**src/rtl/btn_pkg.sv**
```systemverilog
// btn_pkg: shared constants and types for the button conditioner.
//   - Default timing parameters (cycles at 100 MHz).
//   - ch_state_t: per-side steer channel state (IDLE, FIRST, REPEAT).
//   - max_int: constant helper used to size the shared repeat counter.
package btn_pkg;

  localparam int DEF_DEBOUNCE_CYCLES = 1_000_000;  // 10 ms
  localparam int DEF_REPEAT_DELAY    = 25_000_000; // 250 ms
  localparam int DEF_REPEAT_PERIOD   = 10_000_000; // 100 ms

  typedef enum logic [1:0] {
    IDLE   = 2'd0,
    FIRST  = 2'd1,
    REPEAT = 2'd2
  } ch_state_t;

  function automatic int max_int(input int a, input int b);
    return (a > b) ? a : b;
  endfunction

endpackage

```
**src/rtl/btn_debounce.sv**
```systemverilog
// btn_debounce: two-flop synchronizer followed by a debounce counter.
// Ports:
//   clk, rst_n  clock, asynchronous active-low reset
//   btn         raw asynchronous button input
//   level       debounced level as it will be after the coming clock edge
//               (derived from flops only, never from btn directly)
//   rise        high in the cycle whose closing edge accepts a press
// The debounced level flips once the synchronized input has differed from
// it for DEBOUNCE_CYCLES consecutive cycles; any matching cycle clears the
// counter. level/rise are "next-edge" views so that a downstream register
// can present the accepted level and its step pulse in the very cycle the
// debounced level changes, keeping the overall latency at DEBOUNCE_CYCLES+2.
module btn_debounce
  import btn_pkg::*;
#(
  parameter int DEBOUNCE_CYCLES = DEF_DEBOUNCE_CYCLES
) (
  input  logic clk,
  input  logic rst_n,
  input  logic btn,
  output logic level,
  output logic rise
);

  localparam int CW = $clog2(DEBOUNCE_CYCLES + 1);
  localparam logic [CW-1:0] CNT_LAST = CW'(DEBOUNCE_CYCLES - 1);
  localparam logic [CW-1:0] CNT_SAT  = CW'(DEBOUNCE_CYCLES);

  logic          sync1_reg;
  logic          sync2_reg;
  logic          level_reg;
  logic [CW-1:0] cnt_reg;
  logic          differ;
  logic          accept;

  assign differ = (sync2_reg != level_reg);
  // This cycle is the last of the required run of differing cycles.
  assign accept = differ && (cnt_reg == CNT_LAST);

  always_ff @(posedge clk or negedge rst_n) begin
    if (!rst_n) begin
      sync1_reg <= 1'b0;
      sync2_reg <= 1'b0;
      level_reg <= 1'b0;
      cnt_reg   <= '0;
    end else begin
      sync1_reg <= btn;
      sync2_reg <= sync1_reg;
      if (!differ) begin
        cnt_reg <= '0;
      end else if (accept) begin
        level_reg <= ~level_reg;
        cnt_reg   <= '0;
      end else if (cnt_reg != CNT_SAT) begin
        cnt_reg <= cnt_reg + CW'(1);
      end
    end
  end

  assign level = level_reg ^ accept;
  assign rise  = accept & ~level_reg;

endmodule

```
**src/rtl/btn_conditioner.sv**
```systemverilog
// btn_conditioner: turns the three raw board buttons into clean commands.
// Ports:
//   clk, rst_n               clock, asynchronous active-low reset
//   btnC, btnL, btnR         raw asynchronous buttons
//   start_pulse              one-cycle pulse when centre press is accepted
//   left_step, right_step    one-cycle steer steps with hold-to-repeat
//   left_held, right_held    debounced left/right levels
// Each steer side runs IDLE -> FIRST -> REPEAT. While both sides are held
// (or in the cycle one of them is released) both channels are parked in
// FIRST with a zero counter and no pulses, so the surviving side waits a
// full REPEAT_DELAY before stepping again.
module btn_conditioner
  import btn_pkg::*;
#(
  parameter int DEBOUNCE_CYCLES = DEF_DEBOUNCE_CYCLES,
  parameter int REPEAT_DELAY    = DEF_REPEAT_DELAY,
  parameter int REPEAT_PERIOD   = DEF_REPEAT_PERIOD
) (
  input  logic clk,
  input  logic rst_n,
  input  logic btnC,
  input  logic btnL,
  input  logic btnR,
  output logic start_pulse,
  output logic left_step,
  output logic right_step,
  output logic left_held,
  output logic right_held
);

  localparam int CNT_TOP = max_int(REPEAT_DELAY, REPEAT_PERIOD);
  localparam int CW = $clog2(CNT_TOP + 1);
  localparam logic [CW-1:0] DELAY_LAST  = CW'(REPEAT_DELAY - 1);
  localparam logic [CW-1:0] PERIOD_LAST = CW'(REPEAT_PERIOD - 1);
  localparam logic [CW-1:0] CNT_SAT     = CW'(CNT_TOP);

  logic       c_level_unused;
  logic       c_rise;
  logic [1:0] lr_raw;
  logic [1:0] lr_level;
  logic [1:0] lr_rise;
  logic [1:0] held_reg;
  logic [1:0] step;
  logic       start_reg;
  logic       freeze;

  btn_debounce #(.DEBOUNCE_CYCLES(DEBOUNCE_CYCLES)) u_db_c (
    .clk   (clk),
    .rst_n (rst_n),
    .btn   (btnC),
    .level (c_level_unused),
    .rise  (c_rise)
  );

  // Index 0 = left, 1 = right.
  assign lr_raw = {btnR, btnL};

  // Conflict: both held after this edge, or both held right now (covers
  // the release edge so the survivor restarts its delay from zero).
  assign freeze = (&lr_level) | (&held_reg);

  genvar gi;
  generate
    for (gi = 0; gi < 2; gi++) begin : g_side
      ch_state_t     state_reg;
      ch_state_t     state_next;
      logic [CW-1:0] cnt_reg;
      logic [CW-1:0] cnt_next;
      logic          step_reg;
      logic          step_next;

      btn_debounce #(.DEBOUNCE_CYCLES(DEBOUNCE_CYCLES)) u_db (
        .clk   (clk),
        .rst_n (rst_n),
        .btn   (lr_raw[gi]),
        .level (lr_level[gi]),
        .rise  (lr_rise[gi])
      );

      always_ff @(posedge clk or negedge rst_n) begin
        if (!rst_n) begin
          state_reg <= IDLE;
          cnt_reg   <= '0;
          step_reg  <= 1'b0;
        end else begin
          state_reg <= state_next;
          cnt_reg   <= cnt_next;
          step_reg  <= step_next;
        end
      end

      always_comb begin
        state_next = state_reg;
        cnt_next   = cnt_reg;
        step_next  = 1'b0;
        if (!lr_level[gi]) begin
          state_next = IDLE;
          cnt_next   = '0;
        end else if (freeze) begin
          state_next = FIRST;
          cnt_next   = '0;
        end else begin
          case (state_reg)
            IDLE: begin
              if (lr_rise[gi]) begin
                state_next = FIRST;
                cnt_next   = '0;
                step_next  = 1'b1;
              end
            end
            FIRST: begin
              if (cnt_reg == DELAY_LAST) begin
                state_next = REPEAT;
                cnt_next   = '0;
                step_next  = 1'b1;
              end else if (cnt_reg != CNT_SAT) begin
                cnt_next = cnt_reg + CW'(1);
              end
            end
            REPEAT: begin
              if (cnt_reg == PERIOD_LAST) begin
                cnt_next  = '0;
                step_next = 1'b1;
              end else if (cnt_reg != CNT_SAT) begin
                cnt_next = cnt_reg + CW'(1);
              end
            end
            default: begin
              state_next = IDLE;
              cnt_next   = '0;
            end
          endcase
        end
      end

      assign step[gi] = step_reg;
    end
  endgenerate

  always_ff @(posedge clk or negedge rst_n) begin
    if (!rst_n) begin
      held_reg  <= 2'b00;
      start_reg <= 1'b0;
    end else begin
      held_reg  <= lr_level;
      start_reg <= c_rise;
    end
  end

  assign start_pulse = start_reg;
  assign left_step   = step[0];
  assign right_step  = step[1];
  assign left_held   = held_reg[0];
  assign right_held  = held_reg[1];

endmodule

```
**config.mk**
```make
export PLATFORM = sky130hd
export DESIGN_NAME = btn_conditioner
export DESIGN_NICKNAME = d
export VERILOG_FILES = /design/src/rtl/btn_pkg.sv /design/src/rtl/btn_debounce.sv /design/src/rtl/btn_conditioner.sv
export SDC_FILE = /design/constraint.sdc
export NUM_CORES = 1
export LEC_CHECK = 0
export BUFFER_PORTS_ARGS = -buffer_cell sky130_fd_sc_hd__buf_2
export CORE_ASPECT_RATIO = 2
export CORE_MARGIN = 1
export CORE_UTILIZATION = 45
export DETAILED_ROUTE_END_ITERATION = 8
export HOLD_SLACK_MARGIN = 0.08
export PLACE_DENSITY = 0.64
export RECOVER_POWER = 50
export SYNTH_ARGS = -nofsm -noshare
export SYNTH_HDL_FRONTEND = slang
export SYNTH_SLANG_ARGS = --single-unit
export TNS_END_PERCENT = 30
```
**constraint.sdc**
```tcl
create_clock -name clk -period 3.1 [get_ports clk]
set_clock_uncertainty 0.2 [all_clocks]
set_input_delay 0.31 -clock clk [delete_from_list [all_inputs] [get_ports clk]]
set_output_delay 0.31 -clock clk [all_outputs]
set_load 0.02 [all_outputs]
```
Word level (Yosys, flattened, before mapping)
Cells that the tools add are included.
W data, S select, Z words.

storage, ports and cells
  word-level logic and storage cells = 119
  bits of input ports = 5
  output and inout port bits = 5
  bits in registers = 128

cells by class
  bitwise logic cells = 9
  reduce and logical (&&, ||, !) cells = 12
  equality and inequality tests = 28
  mux-type cells = 45
  add/sub/neg operators = 5

operator list
  operator                 count
  $mux W25                 12
  $mux W20                 9
  $pmux W25 S3             2
  $add A20 B1 Y20 const B  3
  $eq A20 B20 Y1 const B   3
  $ne A20 B20 Y1 const B   3
  $add A25 B1 Y25 const B  2
  $eq A25 B24 Y1 const B   2
  $eq A25 B25 Y1 const B   2
  $ne A25 B25 Y1 const B   2
  $mux W2                  8
  $ne A4 B4 Y1 const B     4
  $ne A3 B3 Y1 const B     5
  $pmux W2 S3              2
  $mux W1                  10
  $reduce_and A2 Y1        5
  $pmux W1 S3              2
  $reduce_and A3 Y1        2
  $eq A2 B1 Y1 const B     2
  $eq A2 B2 Y1 const B     2
  $logic_not A2 Y1         2
  $and A1 B1 Y1            3
  $logic_and A1 B1 Y1      3
  $ne A1 B1 Y1             3
  other kinds (3)          6

Logic depth before layout (Yosys ltp)
Gate-level depths: netlist (run 1).

  depth in word-level cells = 7
  mapped depth = 12
  depth with buffers taken out = 9

By module
From an unflattened synthesis (run 1), not the netlist that was laid out.

unflattened totals
  cell total of the unflattened synthesis = 790
  area total of the unflattened synthesis = 7369.6 um^2

modules (own cells, without submodules)
  module                              area an instance (um^2)  seq. area each (um^2)  times used  cells each
  btn_conditioner                     3437.0                   1476.4                 1           379
  btn_debounce at g_side[0].u_db ...  1332.5                   575.6                  2           137
  btn_debounce at u_db_c              1267.5                   575.6                  1           137

Worst setup path before layout (run 1)
OpenSTA, ideal clock, no wires.

  path type = reg2reg
  start point = reg g_side[1].u_db.cnt_reg[7]
  end point = reg g_side[0].cnt_reg[17]
  setup time = 0.116 ns
  slack = -0.116 ns
  path buffers = 2
  arrival time = 2.901 ns
  required time = 2.784 ns
  stages on the path, launching flop included = 10
  period minus slack after synthesis = 3.216 ns
  path through = dfrtp_1 > or4b_1 > or4_4 > or3_4 > a211oi_4 > and3_1 > buf_2 > buf_2 > nand3_1 > o311ai_0

between the ends
  cells in the longest elaborated chain, start to end = 7
  elaborated cells on any way between the ends = 8
  classes of those cells = 2 x eq/ne; 2 x mux; 2 x bitwise; 2 x reduce/logical

ends and longest elaborated chain
  item                    line                   RTL
  from (decl)             btn_debounce.sv:32     logic [CW-1:0] cnt_reg;
  from (signal assigned)  btn_debounce.sv:55     cnt_reg <= cnt_reg + CW'(1);
  $eq A20 B20 Y1 *        btn_debounce.sv:38     assign accept = differ && (cnt_reg == CNT_LAST);
  $logic_and A1 B1 Y1 *   btn_debounce.sv:38
  $xor A1 B1 Y1 *         btn_debounce.sv:60     assign level = level_reg ^ accept;
  $reduce_and A2 Y1 *     btn_conditioner.sv:60  assign freeze = (&lr_level) | (&held_reg);
  $or A1 B1 Y1 *          btn_conditioner.sv:60
  $mux W25                btn_conditioner.sv:99  end else if (freeze) begin
  $mux W25                btn_conditioner.sv:96  if (!lr_level[gi]) begin
  to (signal assigned)    btn_conditioner.sv:87  cnt_reg <= cnt_next;
  to (decl)               btn_conditioner.sv:67  logic [CW-1:0] cnt_reg;

Mark *: on every way between the ends. The rest lies on a longest branch, timed or not.
A chain may end at the register's enable or synchronous reset.

Worst setup path after layout (run 1)
  start point = reg g_side[1].u_db.cnt_reg[8]
  end point = reg g_side[1].cnt_reg[16]

between the ends
  cells in the longest elaborated chain, start to end = 7
  elaborated cells on any way between the ends = 9
  classes of those cells = 2 x eq/ne; 2 x mux; 3 x bitwise; 2 x reduce/logical

ends and longest elaborated chain
  item                      line                   RTL
  $eq A20 B20 Y1 *          btn_debounce.sv:38
  $logic_and A1 B1 Y1 *     btn_debounce.sv:38
  $xor A1 B1 Y1 *           btn_debounce.sv:60
  net g_side[1].u_db.level  btn_debounce.sv:21     output logic level,
  $reduce_and A2 Y1         btn_conditioner.sv:60
  $or A1 B1 Y1              btn_conditioner.sv:60
  $mux W25                  btn_conditioner.sv:99
  $mux W25                  btn_conditioner.sv:96
  to (signal assigned)      btn_conditioner.sv:87
  to (decl)                 btn_conditioner.sv:67

Mark *: on every way through the listed nets, which the timed path passes. The rest lies on a longest branch.

==> results of run 1 <==
## layout make-up
cell class / instances / area [sq um] / area share
tap: 198 / 248 / 0.0290
timing repair buffer: 73 / 623 / 0.0728
clock buffer: 17 / 425 / 0.0497
clock inverter: 14 / 134 / 0.0157
sequential: 128 / 3200 / 0.374
inverter: 32 / 120 / 0.0140
multi-input combinational: 600 / 3800 / 0.444
## metrics by stage
stage                     power [uW]  hold WS [ps]  setup WS, ps
after CTS                       3740           154          -109
after detailed placement        1820           140          -111
after global routing            3820           155          -253
after floorplan                 1770          -186         -43.0
final                           3700           154          -141
after global placement          1820           137         -89.0
## cell usage after synthesis, types with 3 or more instances
cell type  number
ha_1           19
inv_1          31
clkbuf_1       23
nor2_1         90
nand2_1        83
xnor2_1        23
nand4_1        23
or4_1           9
and3_1         24
nand3b_1        5
a31oi_1         4
dfrtp_1       128
nor2b_1         5
nand3_1        83
nor3_1         20
or3_1          20
or4b_2          4
or2_2           9
a21o_1         14
o311ai_0       12
o21ai_0        19
nor4_1         14
nor3b_1         5
and2_1          6
nor4b_1         4
o211ai_1        3
buf_2           5
and4_1          3
nor4bb_1        4
xor2_1         34
a21oi_1        15
o41ai_1         3
## report_power, final
part	leakage, uW	switching [uW]	total [uW]	internal [uW]
combinational	0.00166	63.6	89.7	26.1
clock	0.000259	801	1910	1110
sequential	0.00177	15.6	1700	1680
## worst max-delay path, cell delays in order, from the launching register on
cell	delay, ps
dfrtp_1	370
or4_1	520
or4_4	560
buf_4	160
nor4_2	190
buf_4	180
a21oi_4	40
inv_2	100
nand3_4	90
buf_2	190
buf_4	140
or3_1	340
nand3_1	90
## per-layer routing
metal  track usage  routed length (um)  up-vias
li1              -                   -     2945
met1         0.223                6430     2966
met2         0.421                9690      135
met3        0.0368                 542       56
met4         0.121                 676        0
met5             0                   0        -
## cell families after synthesis
logic type | share of synthesized area
xor gates and xnor gates | 0.0702
buffers and inverters | 0.0333
AOI/OAI and AO/OA | 0.0952
DFF | 0.451
adders and majority gates | 0.0334
muxes | 0.00440
and+or+nand+nor | 0.313
## how the worst max path moves through the flow
| stage | startpoint | end | slack, ps |
|---|---|---|---|
| 6_report | g_side[1].u_db.cnt_reg[8] | g_side[1].cnt_reg[16] | -140 |
| 3_5_place_dp | g_side[1].u_db.cnt_reg[15] | g_side[1].cnt_reg[20] | -110 |
| 4_1_cts | g_side[1].u_db.cnt_reg[7] | g_side[1].cnt_reg[20] | -110 |
| 5_1_grt | g_side[1].u_db.cnt_reg[8] | g_side[1].cnt_reg[9] | -250 |
| 2_1_floorplan | g_side[1].cnt_reg[9] | g_side[1].cnt_reg[11] | -40 |
| 3_3_place_gp | g_side[1].u_db.cnt_reg[15] | g_side[1].cnt_reg[22] | -90 |
## timing repair
action | in CTS | in global routing
pin swaps | 9 | 11
endpoints found under the hold margin | 54 | 0
hold buffers | 4 | 0
resized for setup | 21 | 20
setup endpoints to repair | 48 | 53
gates cloned | 0 | 3
setup buffers | 4 | 1
==> results.yml, run 1 <==
detailed_routing:
  drtAntennaViolNets: 0
  num_vias: 6102
  wl_per_cell_um: 16.3
  drtIter0Drc: 273
  drc: 0
  vias_per_cell: 5.75
  routed_wl_mm: 17.3
  first_pass_iters: 5
critical_path:
  reg2reg_from: "g_side[1].u_db.cnt_reg[8]"
  cp_max_fo: 6
  timing_worst_setup_path_type: "reg2reg"
  r2r_cells: 12
  required_ps: 3260
  cp_data_arrival_time_ps: 3410
  worstSetupStartpointType: "register"
  reg2reg_to: "g_side[1].cnt_reg[16]"
  cp-end-kind: "register"
  r2r_setup_slack_ps: -140
placed_design:
  placed_area_sq_mm: 0.00776
  dpl.hpwl_mm: 12.3
  dp_cells: 1019
  globalplace.congestion: 0.873
  io_buffer_count: 9
cts:
  clock_latency_ps: 430
  cts_tree: "built"
  clk_pin_slew_ps: 60
  ctsHtreeMaxLevel: 4
  cts_made_buffers: 17
  root_buffer: "clkbuf_16"
  cts_max_path_buffers: 2
  clock-sinks: 128
timing:
  slew_headroom: 0.124
  max_freq_mhz: 309
  period_share: 1.05
  worst_slack_ps: -141
  rsz0062_at_grt: "true"
  fin_crit_ps: 3240
  finalHoldViolCount: 0
  fin_setup_tns_ps: -3390
  slew_violations: 0
  setup_viol: 44
  worst_pin_slew_ps: 1310
grt:
  grt_pass1_vias: 6369
  grt_overflow: 0
  grt_start_max_net_pins: 54
  antenna_found_initial: 0
  grt_pass1_wl_mm: 29.2
  grtUsageTotal: 0.221
hold_path:
  hp-class: "reg2reg"
  hold_depth: 0
  hp-start: "g_side[1].u_db.sync1_reg"
  whs_endpoint: "g_side[1].u_db.sync2_reg"
synth:
  yosysTopAreaCell: "dfrtp_1"
  ys.flop_type: "dfrtp_1"
  synthesis.area_sq_mm: 0.00711
  ys_seq_area_frac: 0.451
  async_flop_share: 1.00
  synth_area_leaders: "dfrtp_1 (45%), nand3_1 (5.8%), nor2_1 (4.8%)"
  syn_inst: 789
  ys_ff_latch: 128
  synth_edf_count: 0
  synth_cell_types: 66
  yosys_warnings: 0
  synth_nets: 813
  avgSynthCellArea_sq_um: 9.01
  synth_top_cell_area_share: 0.451
die:
  dieHeight_um: 180
  ios: 10
  initial_utilization: 0.462
  coreArea_sq_mm: 0.0154
  die-area_sq_mm: 0.0163
  rows: 64
  die_w_um: 90.9
cells_and_area:
  fin_area_sq_mm: 0.00855
  syn_to_final_growth_pct: 20.3
  final_common_cell: "dfrtp_1"
  n_antenna_cell: 0
  layout_common_cells: "dfrtp_1 (128), nor2_1 (90), nand2_1 (82)"
  largest_reg_flops: 50
  nets: 876
  stdcell_count: 1062
  num-fill-cells: 1382
  drive_gt1_frac: 0.156
  finish.utilization: 0.556
status:
  status: "finished, violations left"
  violations: "negative setup slack"
power_and_ir_drop:
  ir_drop_mv: 0.363
  p_per_area_mw_per_mm2: 432
  leakagePower_uw: 0.00368
job:
  maxCapViolCount: 0
Note: power is estimated with default switching activity, not from simulation.
==> inputs of run 2 (changes only) <==
--- a/config.mk
+++ b/config.mk
@@ -15,5 +15,6 @@
 export RECOVER_POWER = 50
 export SYNTH_ARGS = -nofsm -noshare
 export SYNTH_HDL_FRONTEND = slang
+export SYNTH_HIERARCHICAL = 1
 export SYNTH_SLANG_ARGS = --single-unit
 export TNS_END_PERCENT = 30
==> run 2 against run 1 <==
Effect of this change:
- total power is 4.3% higher
- critical endpoint is now g_side[1].cnt_reg[24]
- non-clock buffer count rose by 7
- sequential share of layout area shrank 0.86 points
- combinational power up 24%
- core utilization fell by 0.44 points
- highest routed layer unchanged
- critical path depth is 3 lower
- the flow now finishes without violations
- routed wire length rose by 1.8%
- worst hold slack got worse by 8.9 ps
- final cell count is 0.28% higher
- clock power is 7% higher
==> results.yml, run 2 <==
power_and_ir_drop:
  combPwrFrac: 0.029
  ir_drop_mv: 0.282
  intPower_uw: 3010
  p_per_area_mw_per_mm2: 441
  swShare: 0.220
  leakagePower_uw: 0.00347
  pwr-share-clk: 0.532
  p_switching_uw: 848
  share_seq_of_total_power: 0.440
detailed_routing:
  wl_per_cell_um: 16.6
  vias_per_cell: 5.82
  drc: 0
  first_pass_iters: 5
  drtAntennaViolNets: 0
  routed_wl_mm: 17.6
  drtIter0Drc: 285
  num_vias: 6196
die:
  die-area_sq_mm: 0.0169
  die_w_um: 92.5
  initial_utilization: 0.464
  dieHeight_um: 183
  coreArea_sq_mm: 0.0159
  ios: 10
  rows: 65
synth:
  avgSynthCellArea_sq_um: 9.34
  synthesis.area_sq_mm: 0.00737
  synth_nets: 812
  syn_inst: 789
  yosys_warnings: 6
timing:
  rsz0062_at_grt: "true"
  setup_viol: 0
  slew_violations: 0
  max_freq_mhz: 333
  slew_headroom: 0.226
  fin_crit_ps: 3000
  worst_pin_slew_ps: 1160
  period_share: 0.968
  finalHoldViolCount: 0
  fin_setup_tns_ps: 0
status:
  status: "finished clean"
critical_path:
  required_ps: 3210
  critPathMaxStageDelay_ps: 490
  cp_data_arrival_time_ps: 3110
  worstSetupStartpointType: "register"
  cp-end-kind: "register"
  r2r_setup_slack_ps: 100
  cp_max_fo: 6
  reg2reg_from: "g_side[1].u_db/cnt_reg[13]"
  cpMaxStageDelayCell: "or4_4"
  r2r_cells: 9
  crit_chain: "nor4b_4, nand4_2, or4_4, mux2_4, and4b_1, or4_4, nor2_1, xnor2_1, nor2_1"
  reg2reg_to: "g_side[1].cnt_reg[24]"
  timing_worst_setup_path_type: "reg2reg"
job:
  maxCapViolCount: 0
cells_and_area:
  final_common_cell: "dfrtp_1"
  stdcell_count: 1065
  largest_reg_flops: 50
  layout_common_cells: "dfrtp_1 (128), nor2_1 (116), buf_4 (62)"
  nets: 874
  n_antenna_cell: 0
  drive_gt1_frac: 0.175
  syn_to_final_growth_pct: 18.8
grt:
  grt_overflow: 0
  grt_pass1_vias: 6404
  grtUsageTotal: 0.223
  grt_pass1_wl_mm: 29.9
  grt_start_max_net_pins: 52
  antenna_found_initial: 0
cts:
  clock-sinks: 128
  clock_latency_ps: 420
  cts_max_path_buffers: 2
  root_buffer: "clkbuf_16"
  cts_made_buffers: 17
  clk_pin_slew_ps: 60
  ctsHtreeMaxLevel: 4
  cts_tree: "built"
hold_path:
  hold_depth: 0
  hp-start: "u_db_c/sync1_reg"
  hp-class: "reg2reg"
  whs_endpoint: "u_db_c/sync2_reg"
placed_design:
  globalplace.congestion: 0.904
  io_buffer_count: 9
  dp_cells: 1020
  dpl.hpwl_mm: 12.7
[run 2: per-stage QoR]
stage	utilization	instance area [sq um]	hold WS, ps	worst slack (ps)	total power (uW)
6_report	0.552	8750	145	98.5	3860
5_1_grt	0.552	8750	159	-78.7	3990
4_1_cts	0.544	8630	116	40.7	3920
3_5_place_dp	0.503	7980	16.1	-21.4	1840
3_3_place_gp	0.503	7980	8.25	37.5	1840
2_1_floorplan	-	7440	-186	-108	1770
[run 2: per-layer routing]
layer  wire length [um]  global-route usage  vias up
met4                770               0.137        0
met3                441              0.0386       53
li1                   -                   -     2941
met1               6540               0.219     3078
met5                  0                   0        -
met2               9890               0.421      124
[run 2: worst max-delay path, delay by kind of cell (launching register included)]
family                    cells  cell delay (ps)
xor gates and xnor gates      1              130
DFF                           1              410
muxes                         1              360
and+or+nand+nor               7             1790
[run 2: worst max-delay path by stage]
stage	start	end	slack, ps	cells past startpoint
floorplan	g_side[1].u_db/cnt_reg[10]	g_side[1].cnt_reg[22]	-110	12
global placement	g_side[1].u_db/cnt_reg[13]	g_side[1].cnt_reg[18]	40	9
detailed placement	g_side[1].u_db/cnt_reg[13]	g_side[1].cnt_reg[24]	-20	9
CTS	g_side[0].u_db/cnt_reg[13]	g_side[0].cnt_reg[1]	40	11
global route	g_side[1].u_db/cnt_reg[13]	g_side[1].cnt_reg[20]	-80	9
finish	g_side[1].u_db/cnt_reg[13]	g_side[1].cnt_reg[24]	100	9
[run 2: area by class of cell]
type	instances	area [sq um]
tap	201	251
timing repair buffer	80	596
inverter	27	101
fill	1390	7110
clock inverter	12	161
clock buffer	20	447
multi-input combinational	597	3990
sequential	128	3200
[run 2: power groups by stage]
stage               clock network (uW)  registers, uW  logic [uW]
finish                            2050           1700         111
global route                      2160           1700         128
CTS                               2100           1700         119
detailed placement                   0           1730         114
global placement                     0           1730         110
floorplan                            0           1730        45.4
[run 2: timing repair]
| action | 4_1_cts | 5_1_grt |
|---|---|---|
| pin swaps | 0 | 2 |
| gates resized for setup | 1 | 14 |
| endpoints found under the hold margin | 131 | 0 |
| endpoints found under the setup margin | 4 | 44 |
| buffers inserted | 0 | 9 |
| gates cloned | 0 | 0 |
| hold buffers | 4 | 0 |
